==> src/rtl/dcr_pkg.sv <==
// Shared constants, FSM encoding and CRC-16/CCITT-FALSE step function for the DCR transmitter and receiver.
package dcr_pkg;

  localparam int unsigned CRC_W  = 16;
  localparam int unsigned SYNC_W = 8;

  localparam logic [CRC_W-1:0]  CRC_POLY  = 16'h1021;
  localparam logic [CRC_W-1:0]  CRC_INIT  = 16'hFFFF;
  localparam logic [SYNC_W-1:0] SYNC_BYTE = 8'hA5;

  typedef enum logic [2:0] {
    ST_IDLE    = 3'd0,
    ST_SYNC    = 3'd1,
    ST_PAYLOAD = 3'd2,
    ST_CRC     = 3'd3,
    ST_DONE    = 3'd4
  } dcr_state_e;

  // One serial CRC step: MSB-first, no reflection.
  function automatic logic [CRC_W-1:0] crc16_step(input logic [CRC_W-1:0] crc,
                                                  input logic             bit_in);
    logic fb;
    fb = crc[CRC_W-1] ^ bit_in;
    return {crc[CRC_W-2:0], 1'b0} ^ (fb ? CRC_POLY : '0);
  endfunction

endpackage

==> src/rtl/crc16_serial.sv <==
// Single-bit CRC-16/CCITT-FALSE engine; clr reloads the init value and has priority over en.
module crc16_serial
  import dcr_pkg::*;
(
  input  logic             clck,
  input  logic             start_n,
  input  logic             clr,
  input  logic             en,
  input  logic             bit_in,
  output logic [CRC_W-1:0] crc
);

  logic [CRC_W-1:0] crc_q;
  logic [CRC_W-1:0] crc_d;

  always_comb begin
    crc_d = crc_q;
    if (clr) begin
      crc_d = CRC_INIT;
    end else if (en) begin
      crc_d = crc16_step(crc_q, bit_in);
    end
  end

  always_ff @(posedge clck or negedge start_n) begin
    if (!start_n) begin
      crc_q <= CRC_INIT;
    end else begin
      crc_q <= crc_d;
    end
  end

  assign crc = crc_q;

endmodule

==> src/rtl/dcr_frame_tx.sv <==
// Serial frame transmitter: [sync byte] + payload + CRC-16, MSB first, one bit per clock.
// Define DCR_TX_SYNC_EN to prepend the 8'hA5 sync byte (not covered by the CRC).
module dcr_frame_tx
  import dcr_pkg::*;
#(
  parameter int unsigned PAYLOAD_W = 32,
  parameter int unsigned CNT_W     = 8
) (
  input  logic                 clck,
  input  logic                 start_n,
  input  logic [PAYLOAD_W-1:0] data_in,
  input  logic                 data_valid,
  output logic                 data_ready,
  output logic                 x,
  output logic                 x_valid,
  output logic                 busy,
  output logic                 done
);

  localparam logic [CNT_W-1:0] CNT_PAY = CNT_W'(PAYLOAD_W - 1);
  localparam logic [CNT_W-1:0] CNT_CRC = CNT_W'(CRC_W - 1);
  localparam logic [CNT_W-1:0] CNT_ONE = CNT_W'(1);
`ifdef DCR_TX_SYNC_EN
  localparam logic [CNT_W-1:0] CNT_SYNC = CNT_W'(SYNC_W - 1);
`endif

  dcr_state_e           state_q, state_d;
  logic [CNT_W-1:0]     cnt_q, cnt_d;
  logic [PAYLOAD_W-1:0] shreg_q, shreg_d;
  logic                 x_q, x_d;
  logic                 x_valid_q, x_valid_d;
  logic                 done_q, done_d;
  logic                 busy_q, busy_d;

  logic                 crc_clr;
  logic                 crc_en;
  logic [CRC_W-1:0]     crc_val;
  logic [CRC_W-1:0]     crc_nxt;
  logic [3:0]           crc_idx;
`ifdef DCR_TX_SYNC_EN
  logic [2:0]           sync_idx;
`endif

  // The bit currently on x is folded into the CRC during its own cycle.
  crc16_serial u_crc (
    .clck    (clck),
    .start_n (start_n),
    .clr     (crc_clr),
    .en      (crc_en),
    .bit_in  (x_q),
    .crc     (crc_val)
  );

  // Lookahead so the first CRC bit can be registered on the last payload edge.
  assign crc_nxt = crc16_step(crc_val, x_q);
  assign crc_idx = cnt_q[3:0] - 4'd1;
`ifdef DCR_TX_SYNC_EN
  assign sync_idx = cnt_q[2:0] - 3'd1;
`endif

  always_comb begin
    state_d   = state_q;
    cnt_d     = cnt_q;
    shreg_d   = shreg_q;
    x_d       = 1'b0;
    x_valid_d = 1'b0;
    done_d    = 1'b0;
    crc_clr   = 1'b0;
    crc_en    = 1'b0;

    unique case (state_q)
      ST_IDLE: begin
        if (data_valid) begin
          shreg_d   = data_in;
          crc_clr   = 1'b1;
          x_valid_d = 1'b1;
`ifdef DCR_TX_SYNC_EN
          state_d   = ST_SYNC;
          cnt_d     = CNT_SYNC;
          x_d       = SYNC_BYTE[SYNC_W-1];
`else
          state_d   = ST_PAYLOAD;
          cnt_d     = CNT_PAY;
          x_d       = data_in[PAYLOAD_W-1];
`endif
        end
      end
`ifdef DCR_TX_SYNC_EN
      ST_SYNC: begin
        x_valid_d = 1'b1;
        if (cnt_q == '0) begin
          state_d = ST_PAYLOAD;
          cnt_d   = CNT_PAY;
          x_d     = shreg_q[PAYLOAD_W-1];
        end else begin
          cnt_d = cnt_q - CNT_ONE;
          x_d   = SYNC_BYTE[sync_idx];
        end
      end
`endif
      ST_PAYLOAD: begin
        crc_en    = 1'b1;
        x_valid_d = 1'b1;
        if (cnt_q == '0) begin
          state_d = ST_CRC;
          cnt_d   = CNT_CRC;
          x_d     = crc_nxt[CRC_W-1];
        end else begin
          cnt_d   = cnt_q - CNT_ONE;
          shreg_d = {shreg_q[PAYLOAD_W-2:0], 1'b0};
          x_d     = shreg_q[PAYLOAD_W-2];
        end
      end
      ST_CRC: begin
        if (cnt_q == '0) begin
          state_d = ST_DONE;
          done_d  = 1'b1;
        end else begin
          x_valid_d = 1'b1;
          cnt_d     = cnt_q - CNT_ONE;
          x_d       = crc_val[crc_idx];
        end
      end
      ST_DONE: begin
        state_d = ST_IDLE;
      end
      default: begin
        state_d = ST_IDLE;
      end
    endcase

    busy_d = (state_d != ST_IDLE);
  end

  always_ff @(posedge clck or negedge start_n) begin
    if (!start_n) begin
      state_q   <= ST_IDLE;
      cnt_q     <= '0;
      shreg_q   <= '0;
      x_q       <= 1'b0;
      x_valid_q <= 1'b0;
      done_q    <= 1'b0;
      busy_q    <= 1'b0;
    end else begin
      state_q   <= state_d;
      cnt_q     <= cnt_d;
      shreg_q   <= shreg_d;
      x_q       <= x_d;
      x_valid_q <= x_valid_d;
      done_q    <= done_d;
      busy_q    <= busy_d;
    end
  end

  assign data_ready = (state_q == ST_IDLE);
  assign x          = x_q;
  assign x_valid    = x_valid_q;
  assign done       = done_q;
  assign busy       = busy_q;

endmodule

==> config.mk <==
export PLATFORM = sky130hd
export DESIGN_NAME = dcr_frame_tx
export DESIGN_NICKNAME = d
export VERILOG_FILES = /design/src/rtl/dcr_pkg.sv /design/src/rtl/crc16_serial.sv /design/src/rtl/dcr_frame_tx.sv
export SDC_FILE = /design/constraint.sdc
export NUM_CORES = 1
export LEC_CHECK = 0
export ABC_AREA = 1
export ABC_CLOCK_PERIOD_IN_PS = 2400
export CAP_MARGIN = 30
export CORE_MARGIN = 8
export CORE_UTILIZATION = 56
export DETAILED_ROUTE_END_ITERATION = 6
export PLACE_DENSITY = 0.8
export SLEW_MARGIN = 5
export SYNTH_ARGS = -nofsm -noshare
export SYNTH_HDL_FRONTEND = slang
export SYNTH_SLANG_ARGS = --single-unit
==> constraint.sdc <==
create_clock -name clck -period 2.4 [get_ports clck]
set_input_delay 0.48 -clock clck [delete_from_list [all_inputs] [get_ports clck]]
set_output_delay 0.48 -clock clck [all_outputs]
set_load 0.01 [all_outputs]
==> results.yml <==
run_status:
  status: "completed"
timing:
  worstMarginPinSlew_ns: 0.731
  fin_setup_tns_ns: 0
  setup_viol: 0
  fin_crit_ns: 2.12
  clock_skew_ns: 0.00865
  fmax_mhz: 471
  rsz0062_at_grt: "no"
  hold_viol: 0
  maxSlewViolCount: 0
  finalCritPeriodShare_pct: 88.5
  maxSlewHeadroom_pct: 51.2
clock_network:
  cts_hold_buf: 0
  numClockSinks: 62
  cts_resized: 0
  cts_buffers: 9
  cts_buffer_depth: 2
  cts_tree: "done"
  cts_setup_buffers: 0
  clk_pin_slew_worst_paths_ns: 0.07
  htreeDepth: 3
  cts_root_buffer: "clkbuf_8"
  insertion_delay_ns: 0.34
floorplanning:
  die_w_um: 95.2
  initial_core_util_pct: 56.5
  die_h_um: 95.2
  rows: 29
  die-area_mm2: 0.00905
  ioPinCount: 40
  core_area_mm2: 0.00620
critical_path:
  critical_path_class: "register to output port"
  cp_slowest_cell: "clkdlybuf4s50_1"
  cp.depth: 2
  reg2reg_depth: 9
  critPathRequiredTime_ns: 1.92
  path_max_fanout: 3
  path_buf_inv: 1
  crit_arrival_ns: 1.64
  slowest_delay_ns: 0.59
  path_cells: "nor3_2, clkdlybuf4s50_1"
  startpoint_type: "register"
  end_kind: "output port"
  path_delay_family: "buffers and inverters"
grt:
  grt_pass1_wl_mm: 11.6
  grt_antenna_before_repair: 0
  track_usage_pct: 16.3
  gr-total-overflow: 0
  grt_max_degree: 63
  grt_pass1_vias: 2608
synth:
  yosys-top-cells-area: "dfrtp_1, dfstp_2, o211ai_2"
  netlist_area_mm2: 0.00351
  synth_common_cells: "nand2_1, inv_1, dfrtp_1, o21ai_2, o211ai_2"
  yosysTopAreaCell: "dfrtp_1"
  syn_area_per_cell_um2: 9.38
  ys_types: 31
  synth-main-ff-cell: "dfrtp_1"
  synth.most_common_cell: "nand2_1"
  synth_top_area_share_pct: 32.8
  yosysWarnings: 0
  async_flop_share_pct: 100
  yosys_register_bits: 62
  ys_seq_area_share_pct: 44.8
  synth_edf_count: 0
  syn_nets: 411
  syn_inst: 374
run:
  max-cap-violations: 0
power:
  power_density_mw_per_mm2: 476
  peakVddDrop_mv: 0.438
  leakage_nw: 1.86
hold_path:
  holdCritPathClass: "input pin to asynchronous set/reset pin"
placement:
  port_buffers: 39
  dpl.hpwl_mm: 4.74
  gp_congestion: 0.880
  dp.cells: 474
finish:
  layout-drive-gt1-share_pct: 26.9
  multiInputGateArea_mm2: 0.00155
  antennaDiodeCount: 0
  layout.area.seq_mm2: 0.00157
  n_fill_cell: 496
  area_growth_pct: 15.1
  layout.cells.non_filler: 490
  nets: 445
drt:
  dr.pass1.iters: 5
  final_antenna_net_count: 0
  drc: 0
  wl_mm: 6.70
  wl_per_cell_um: 13.7
  vias_per_cell: 5.28
  drt_iter0_drc: 172
  via_count: 2587
==> flip-flops by register name, indices dropped and copies added (netlist names) <==
name       flops
cnt_q          8
shreg_q       31
state_q        3
x_valid        1
u_crc.crc     16
done           1
busy           1
x              1
==> layer usage <==
metal  vias up  GRT usage, %  part of all wire (%)
met3         7          5.20                   5.2
met1      1237          20.1                    46
li1       1295             -                     -
met2        48          26.1                    48
met5         -             0                     0
met4         0          5.98                   1.2
==> per-stage QoR <==
step	hold WS, ns	worst slack, ns	utilization, %	total power [mW]	instance area, µm²
2_1_floorplan	0.184	0.587	-	1.07	3510
3_3_place_gp	0.487	0.371	62.4	1.15	3870
3_5_place_dp	0.503	0.328	62.4	1.15	3870
4_1_cts	0.218	0.257	65.1	1.95	4040
5_1_grt	0.245	0.201	65.1	2.00	4040
6_report	0.199	0.275	65.1	1.92	4040
==> where the power goes <==
group          switching, mW  internal [mW]  total [mW]
Sequential                 0           1.05        1.05
Clock                  0.398          0.393       0.792
Combinational         0.0352         0.0511      0.0862
==> cells by family after synthesis <==
group / synth area share (%)
buffers and inverters: 11.0
DFF: 44.8
xor gates and xnor gates: 2.00
adders and majority gates: 0.713
AOI/OAI and AO/OA: 22.7
and+or+nand+nor: 18.8
==> cell type report <==
| class | count | area share, % |
|---|---|---|
| sequential | 62 | 38.9 |
| multi-input combinational | 235 | 38.4 |
| timing repair buffer | 43 | 10.9 |
| inverter | 57 | 5.30 |
| clock buffer | 11 | 3.50 |
| tap | 77 | 2.39 |
| clock inverter | 5 | 0.620 |
==> cell usage in the layout, fill, tap and decap left out, types with 2 or more instances in the layout <==
| master | instances |
|---|---|
| nor2_4 | 2 |
| o211ai_2 | 28 |
| dfstp_2 | 16 |
| o21ai_1 | 4 |
| xor2_1 | 6 |
| ha_1 | 2 |
| nor2_1 | 11 |
| inv_1 | 55 |
| buf_4 | 2 |
| clkbuf_8 | 10 |
| clkdlybuf4s50_1 | 38 |
| nor3_1 | 2 |
| xnor2_1 | 2 |
| o211ai_1 | 18 |
| inv_2 | 2 |
| clkinv_2 | 5 |
| nand2_4 | 5 |
| nand2_1 | 91 |
| nor3_2 | 2 |
| dfrtp_1 | 46 |
| buf_12 | 2 |
| nand3_1 | 22 |
| o21ai_2 | 32 |
| nand2_2 | 2 |
==> final timing paths <==
check / slack (ns) / end / from
max: 0.28 / data_ready / state_q[0]
min: 0.20 / shreg_q[24] / start_n
max reg2reg: 0.35 / shreg_q[30] / cnt_q[0]
min reg2reg: 0.51 / u_crc.crc[13] / u_crc.crc[13]
max in group asynchronous: 1.58 / state_q[1] / start_n
min in group clck: 0.51 / u_crc.crc[13] / u_crc.crc[13]
Note: power is estimated with default switching activity, not from simulation.
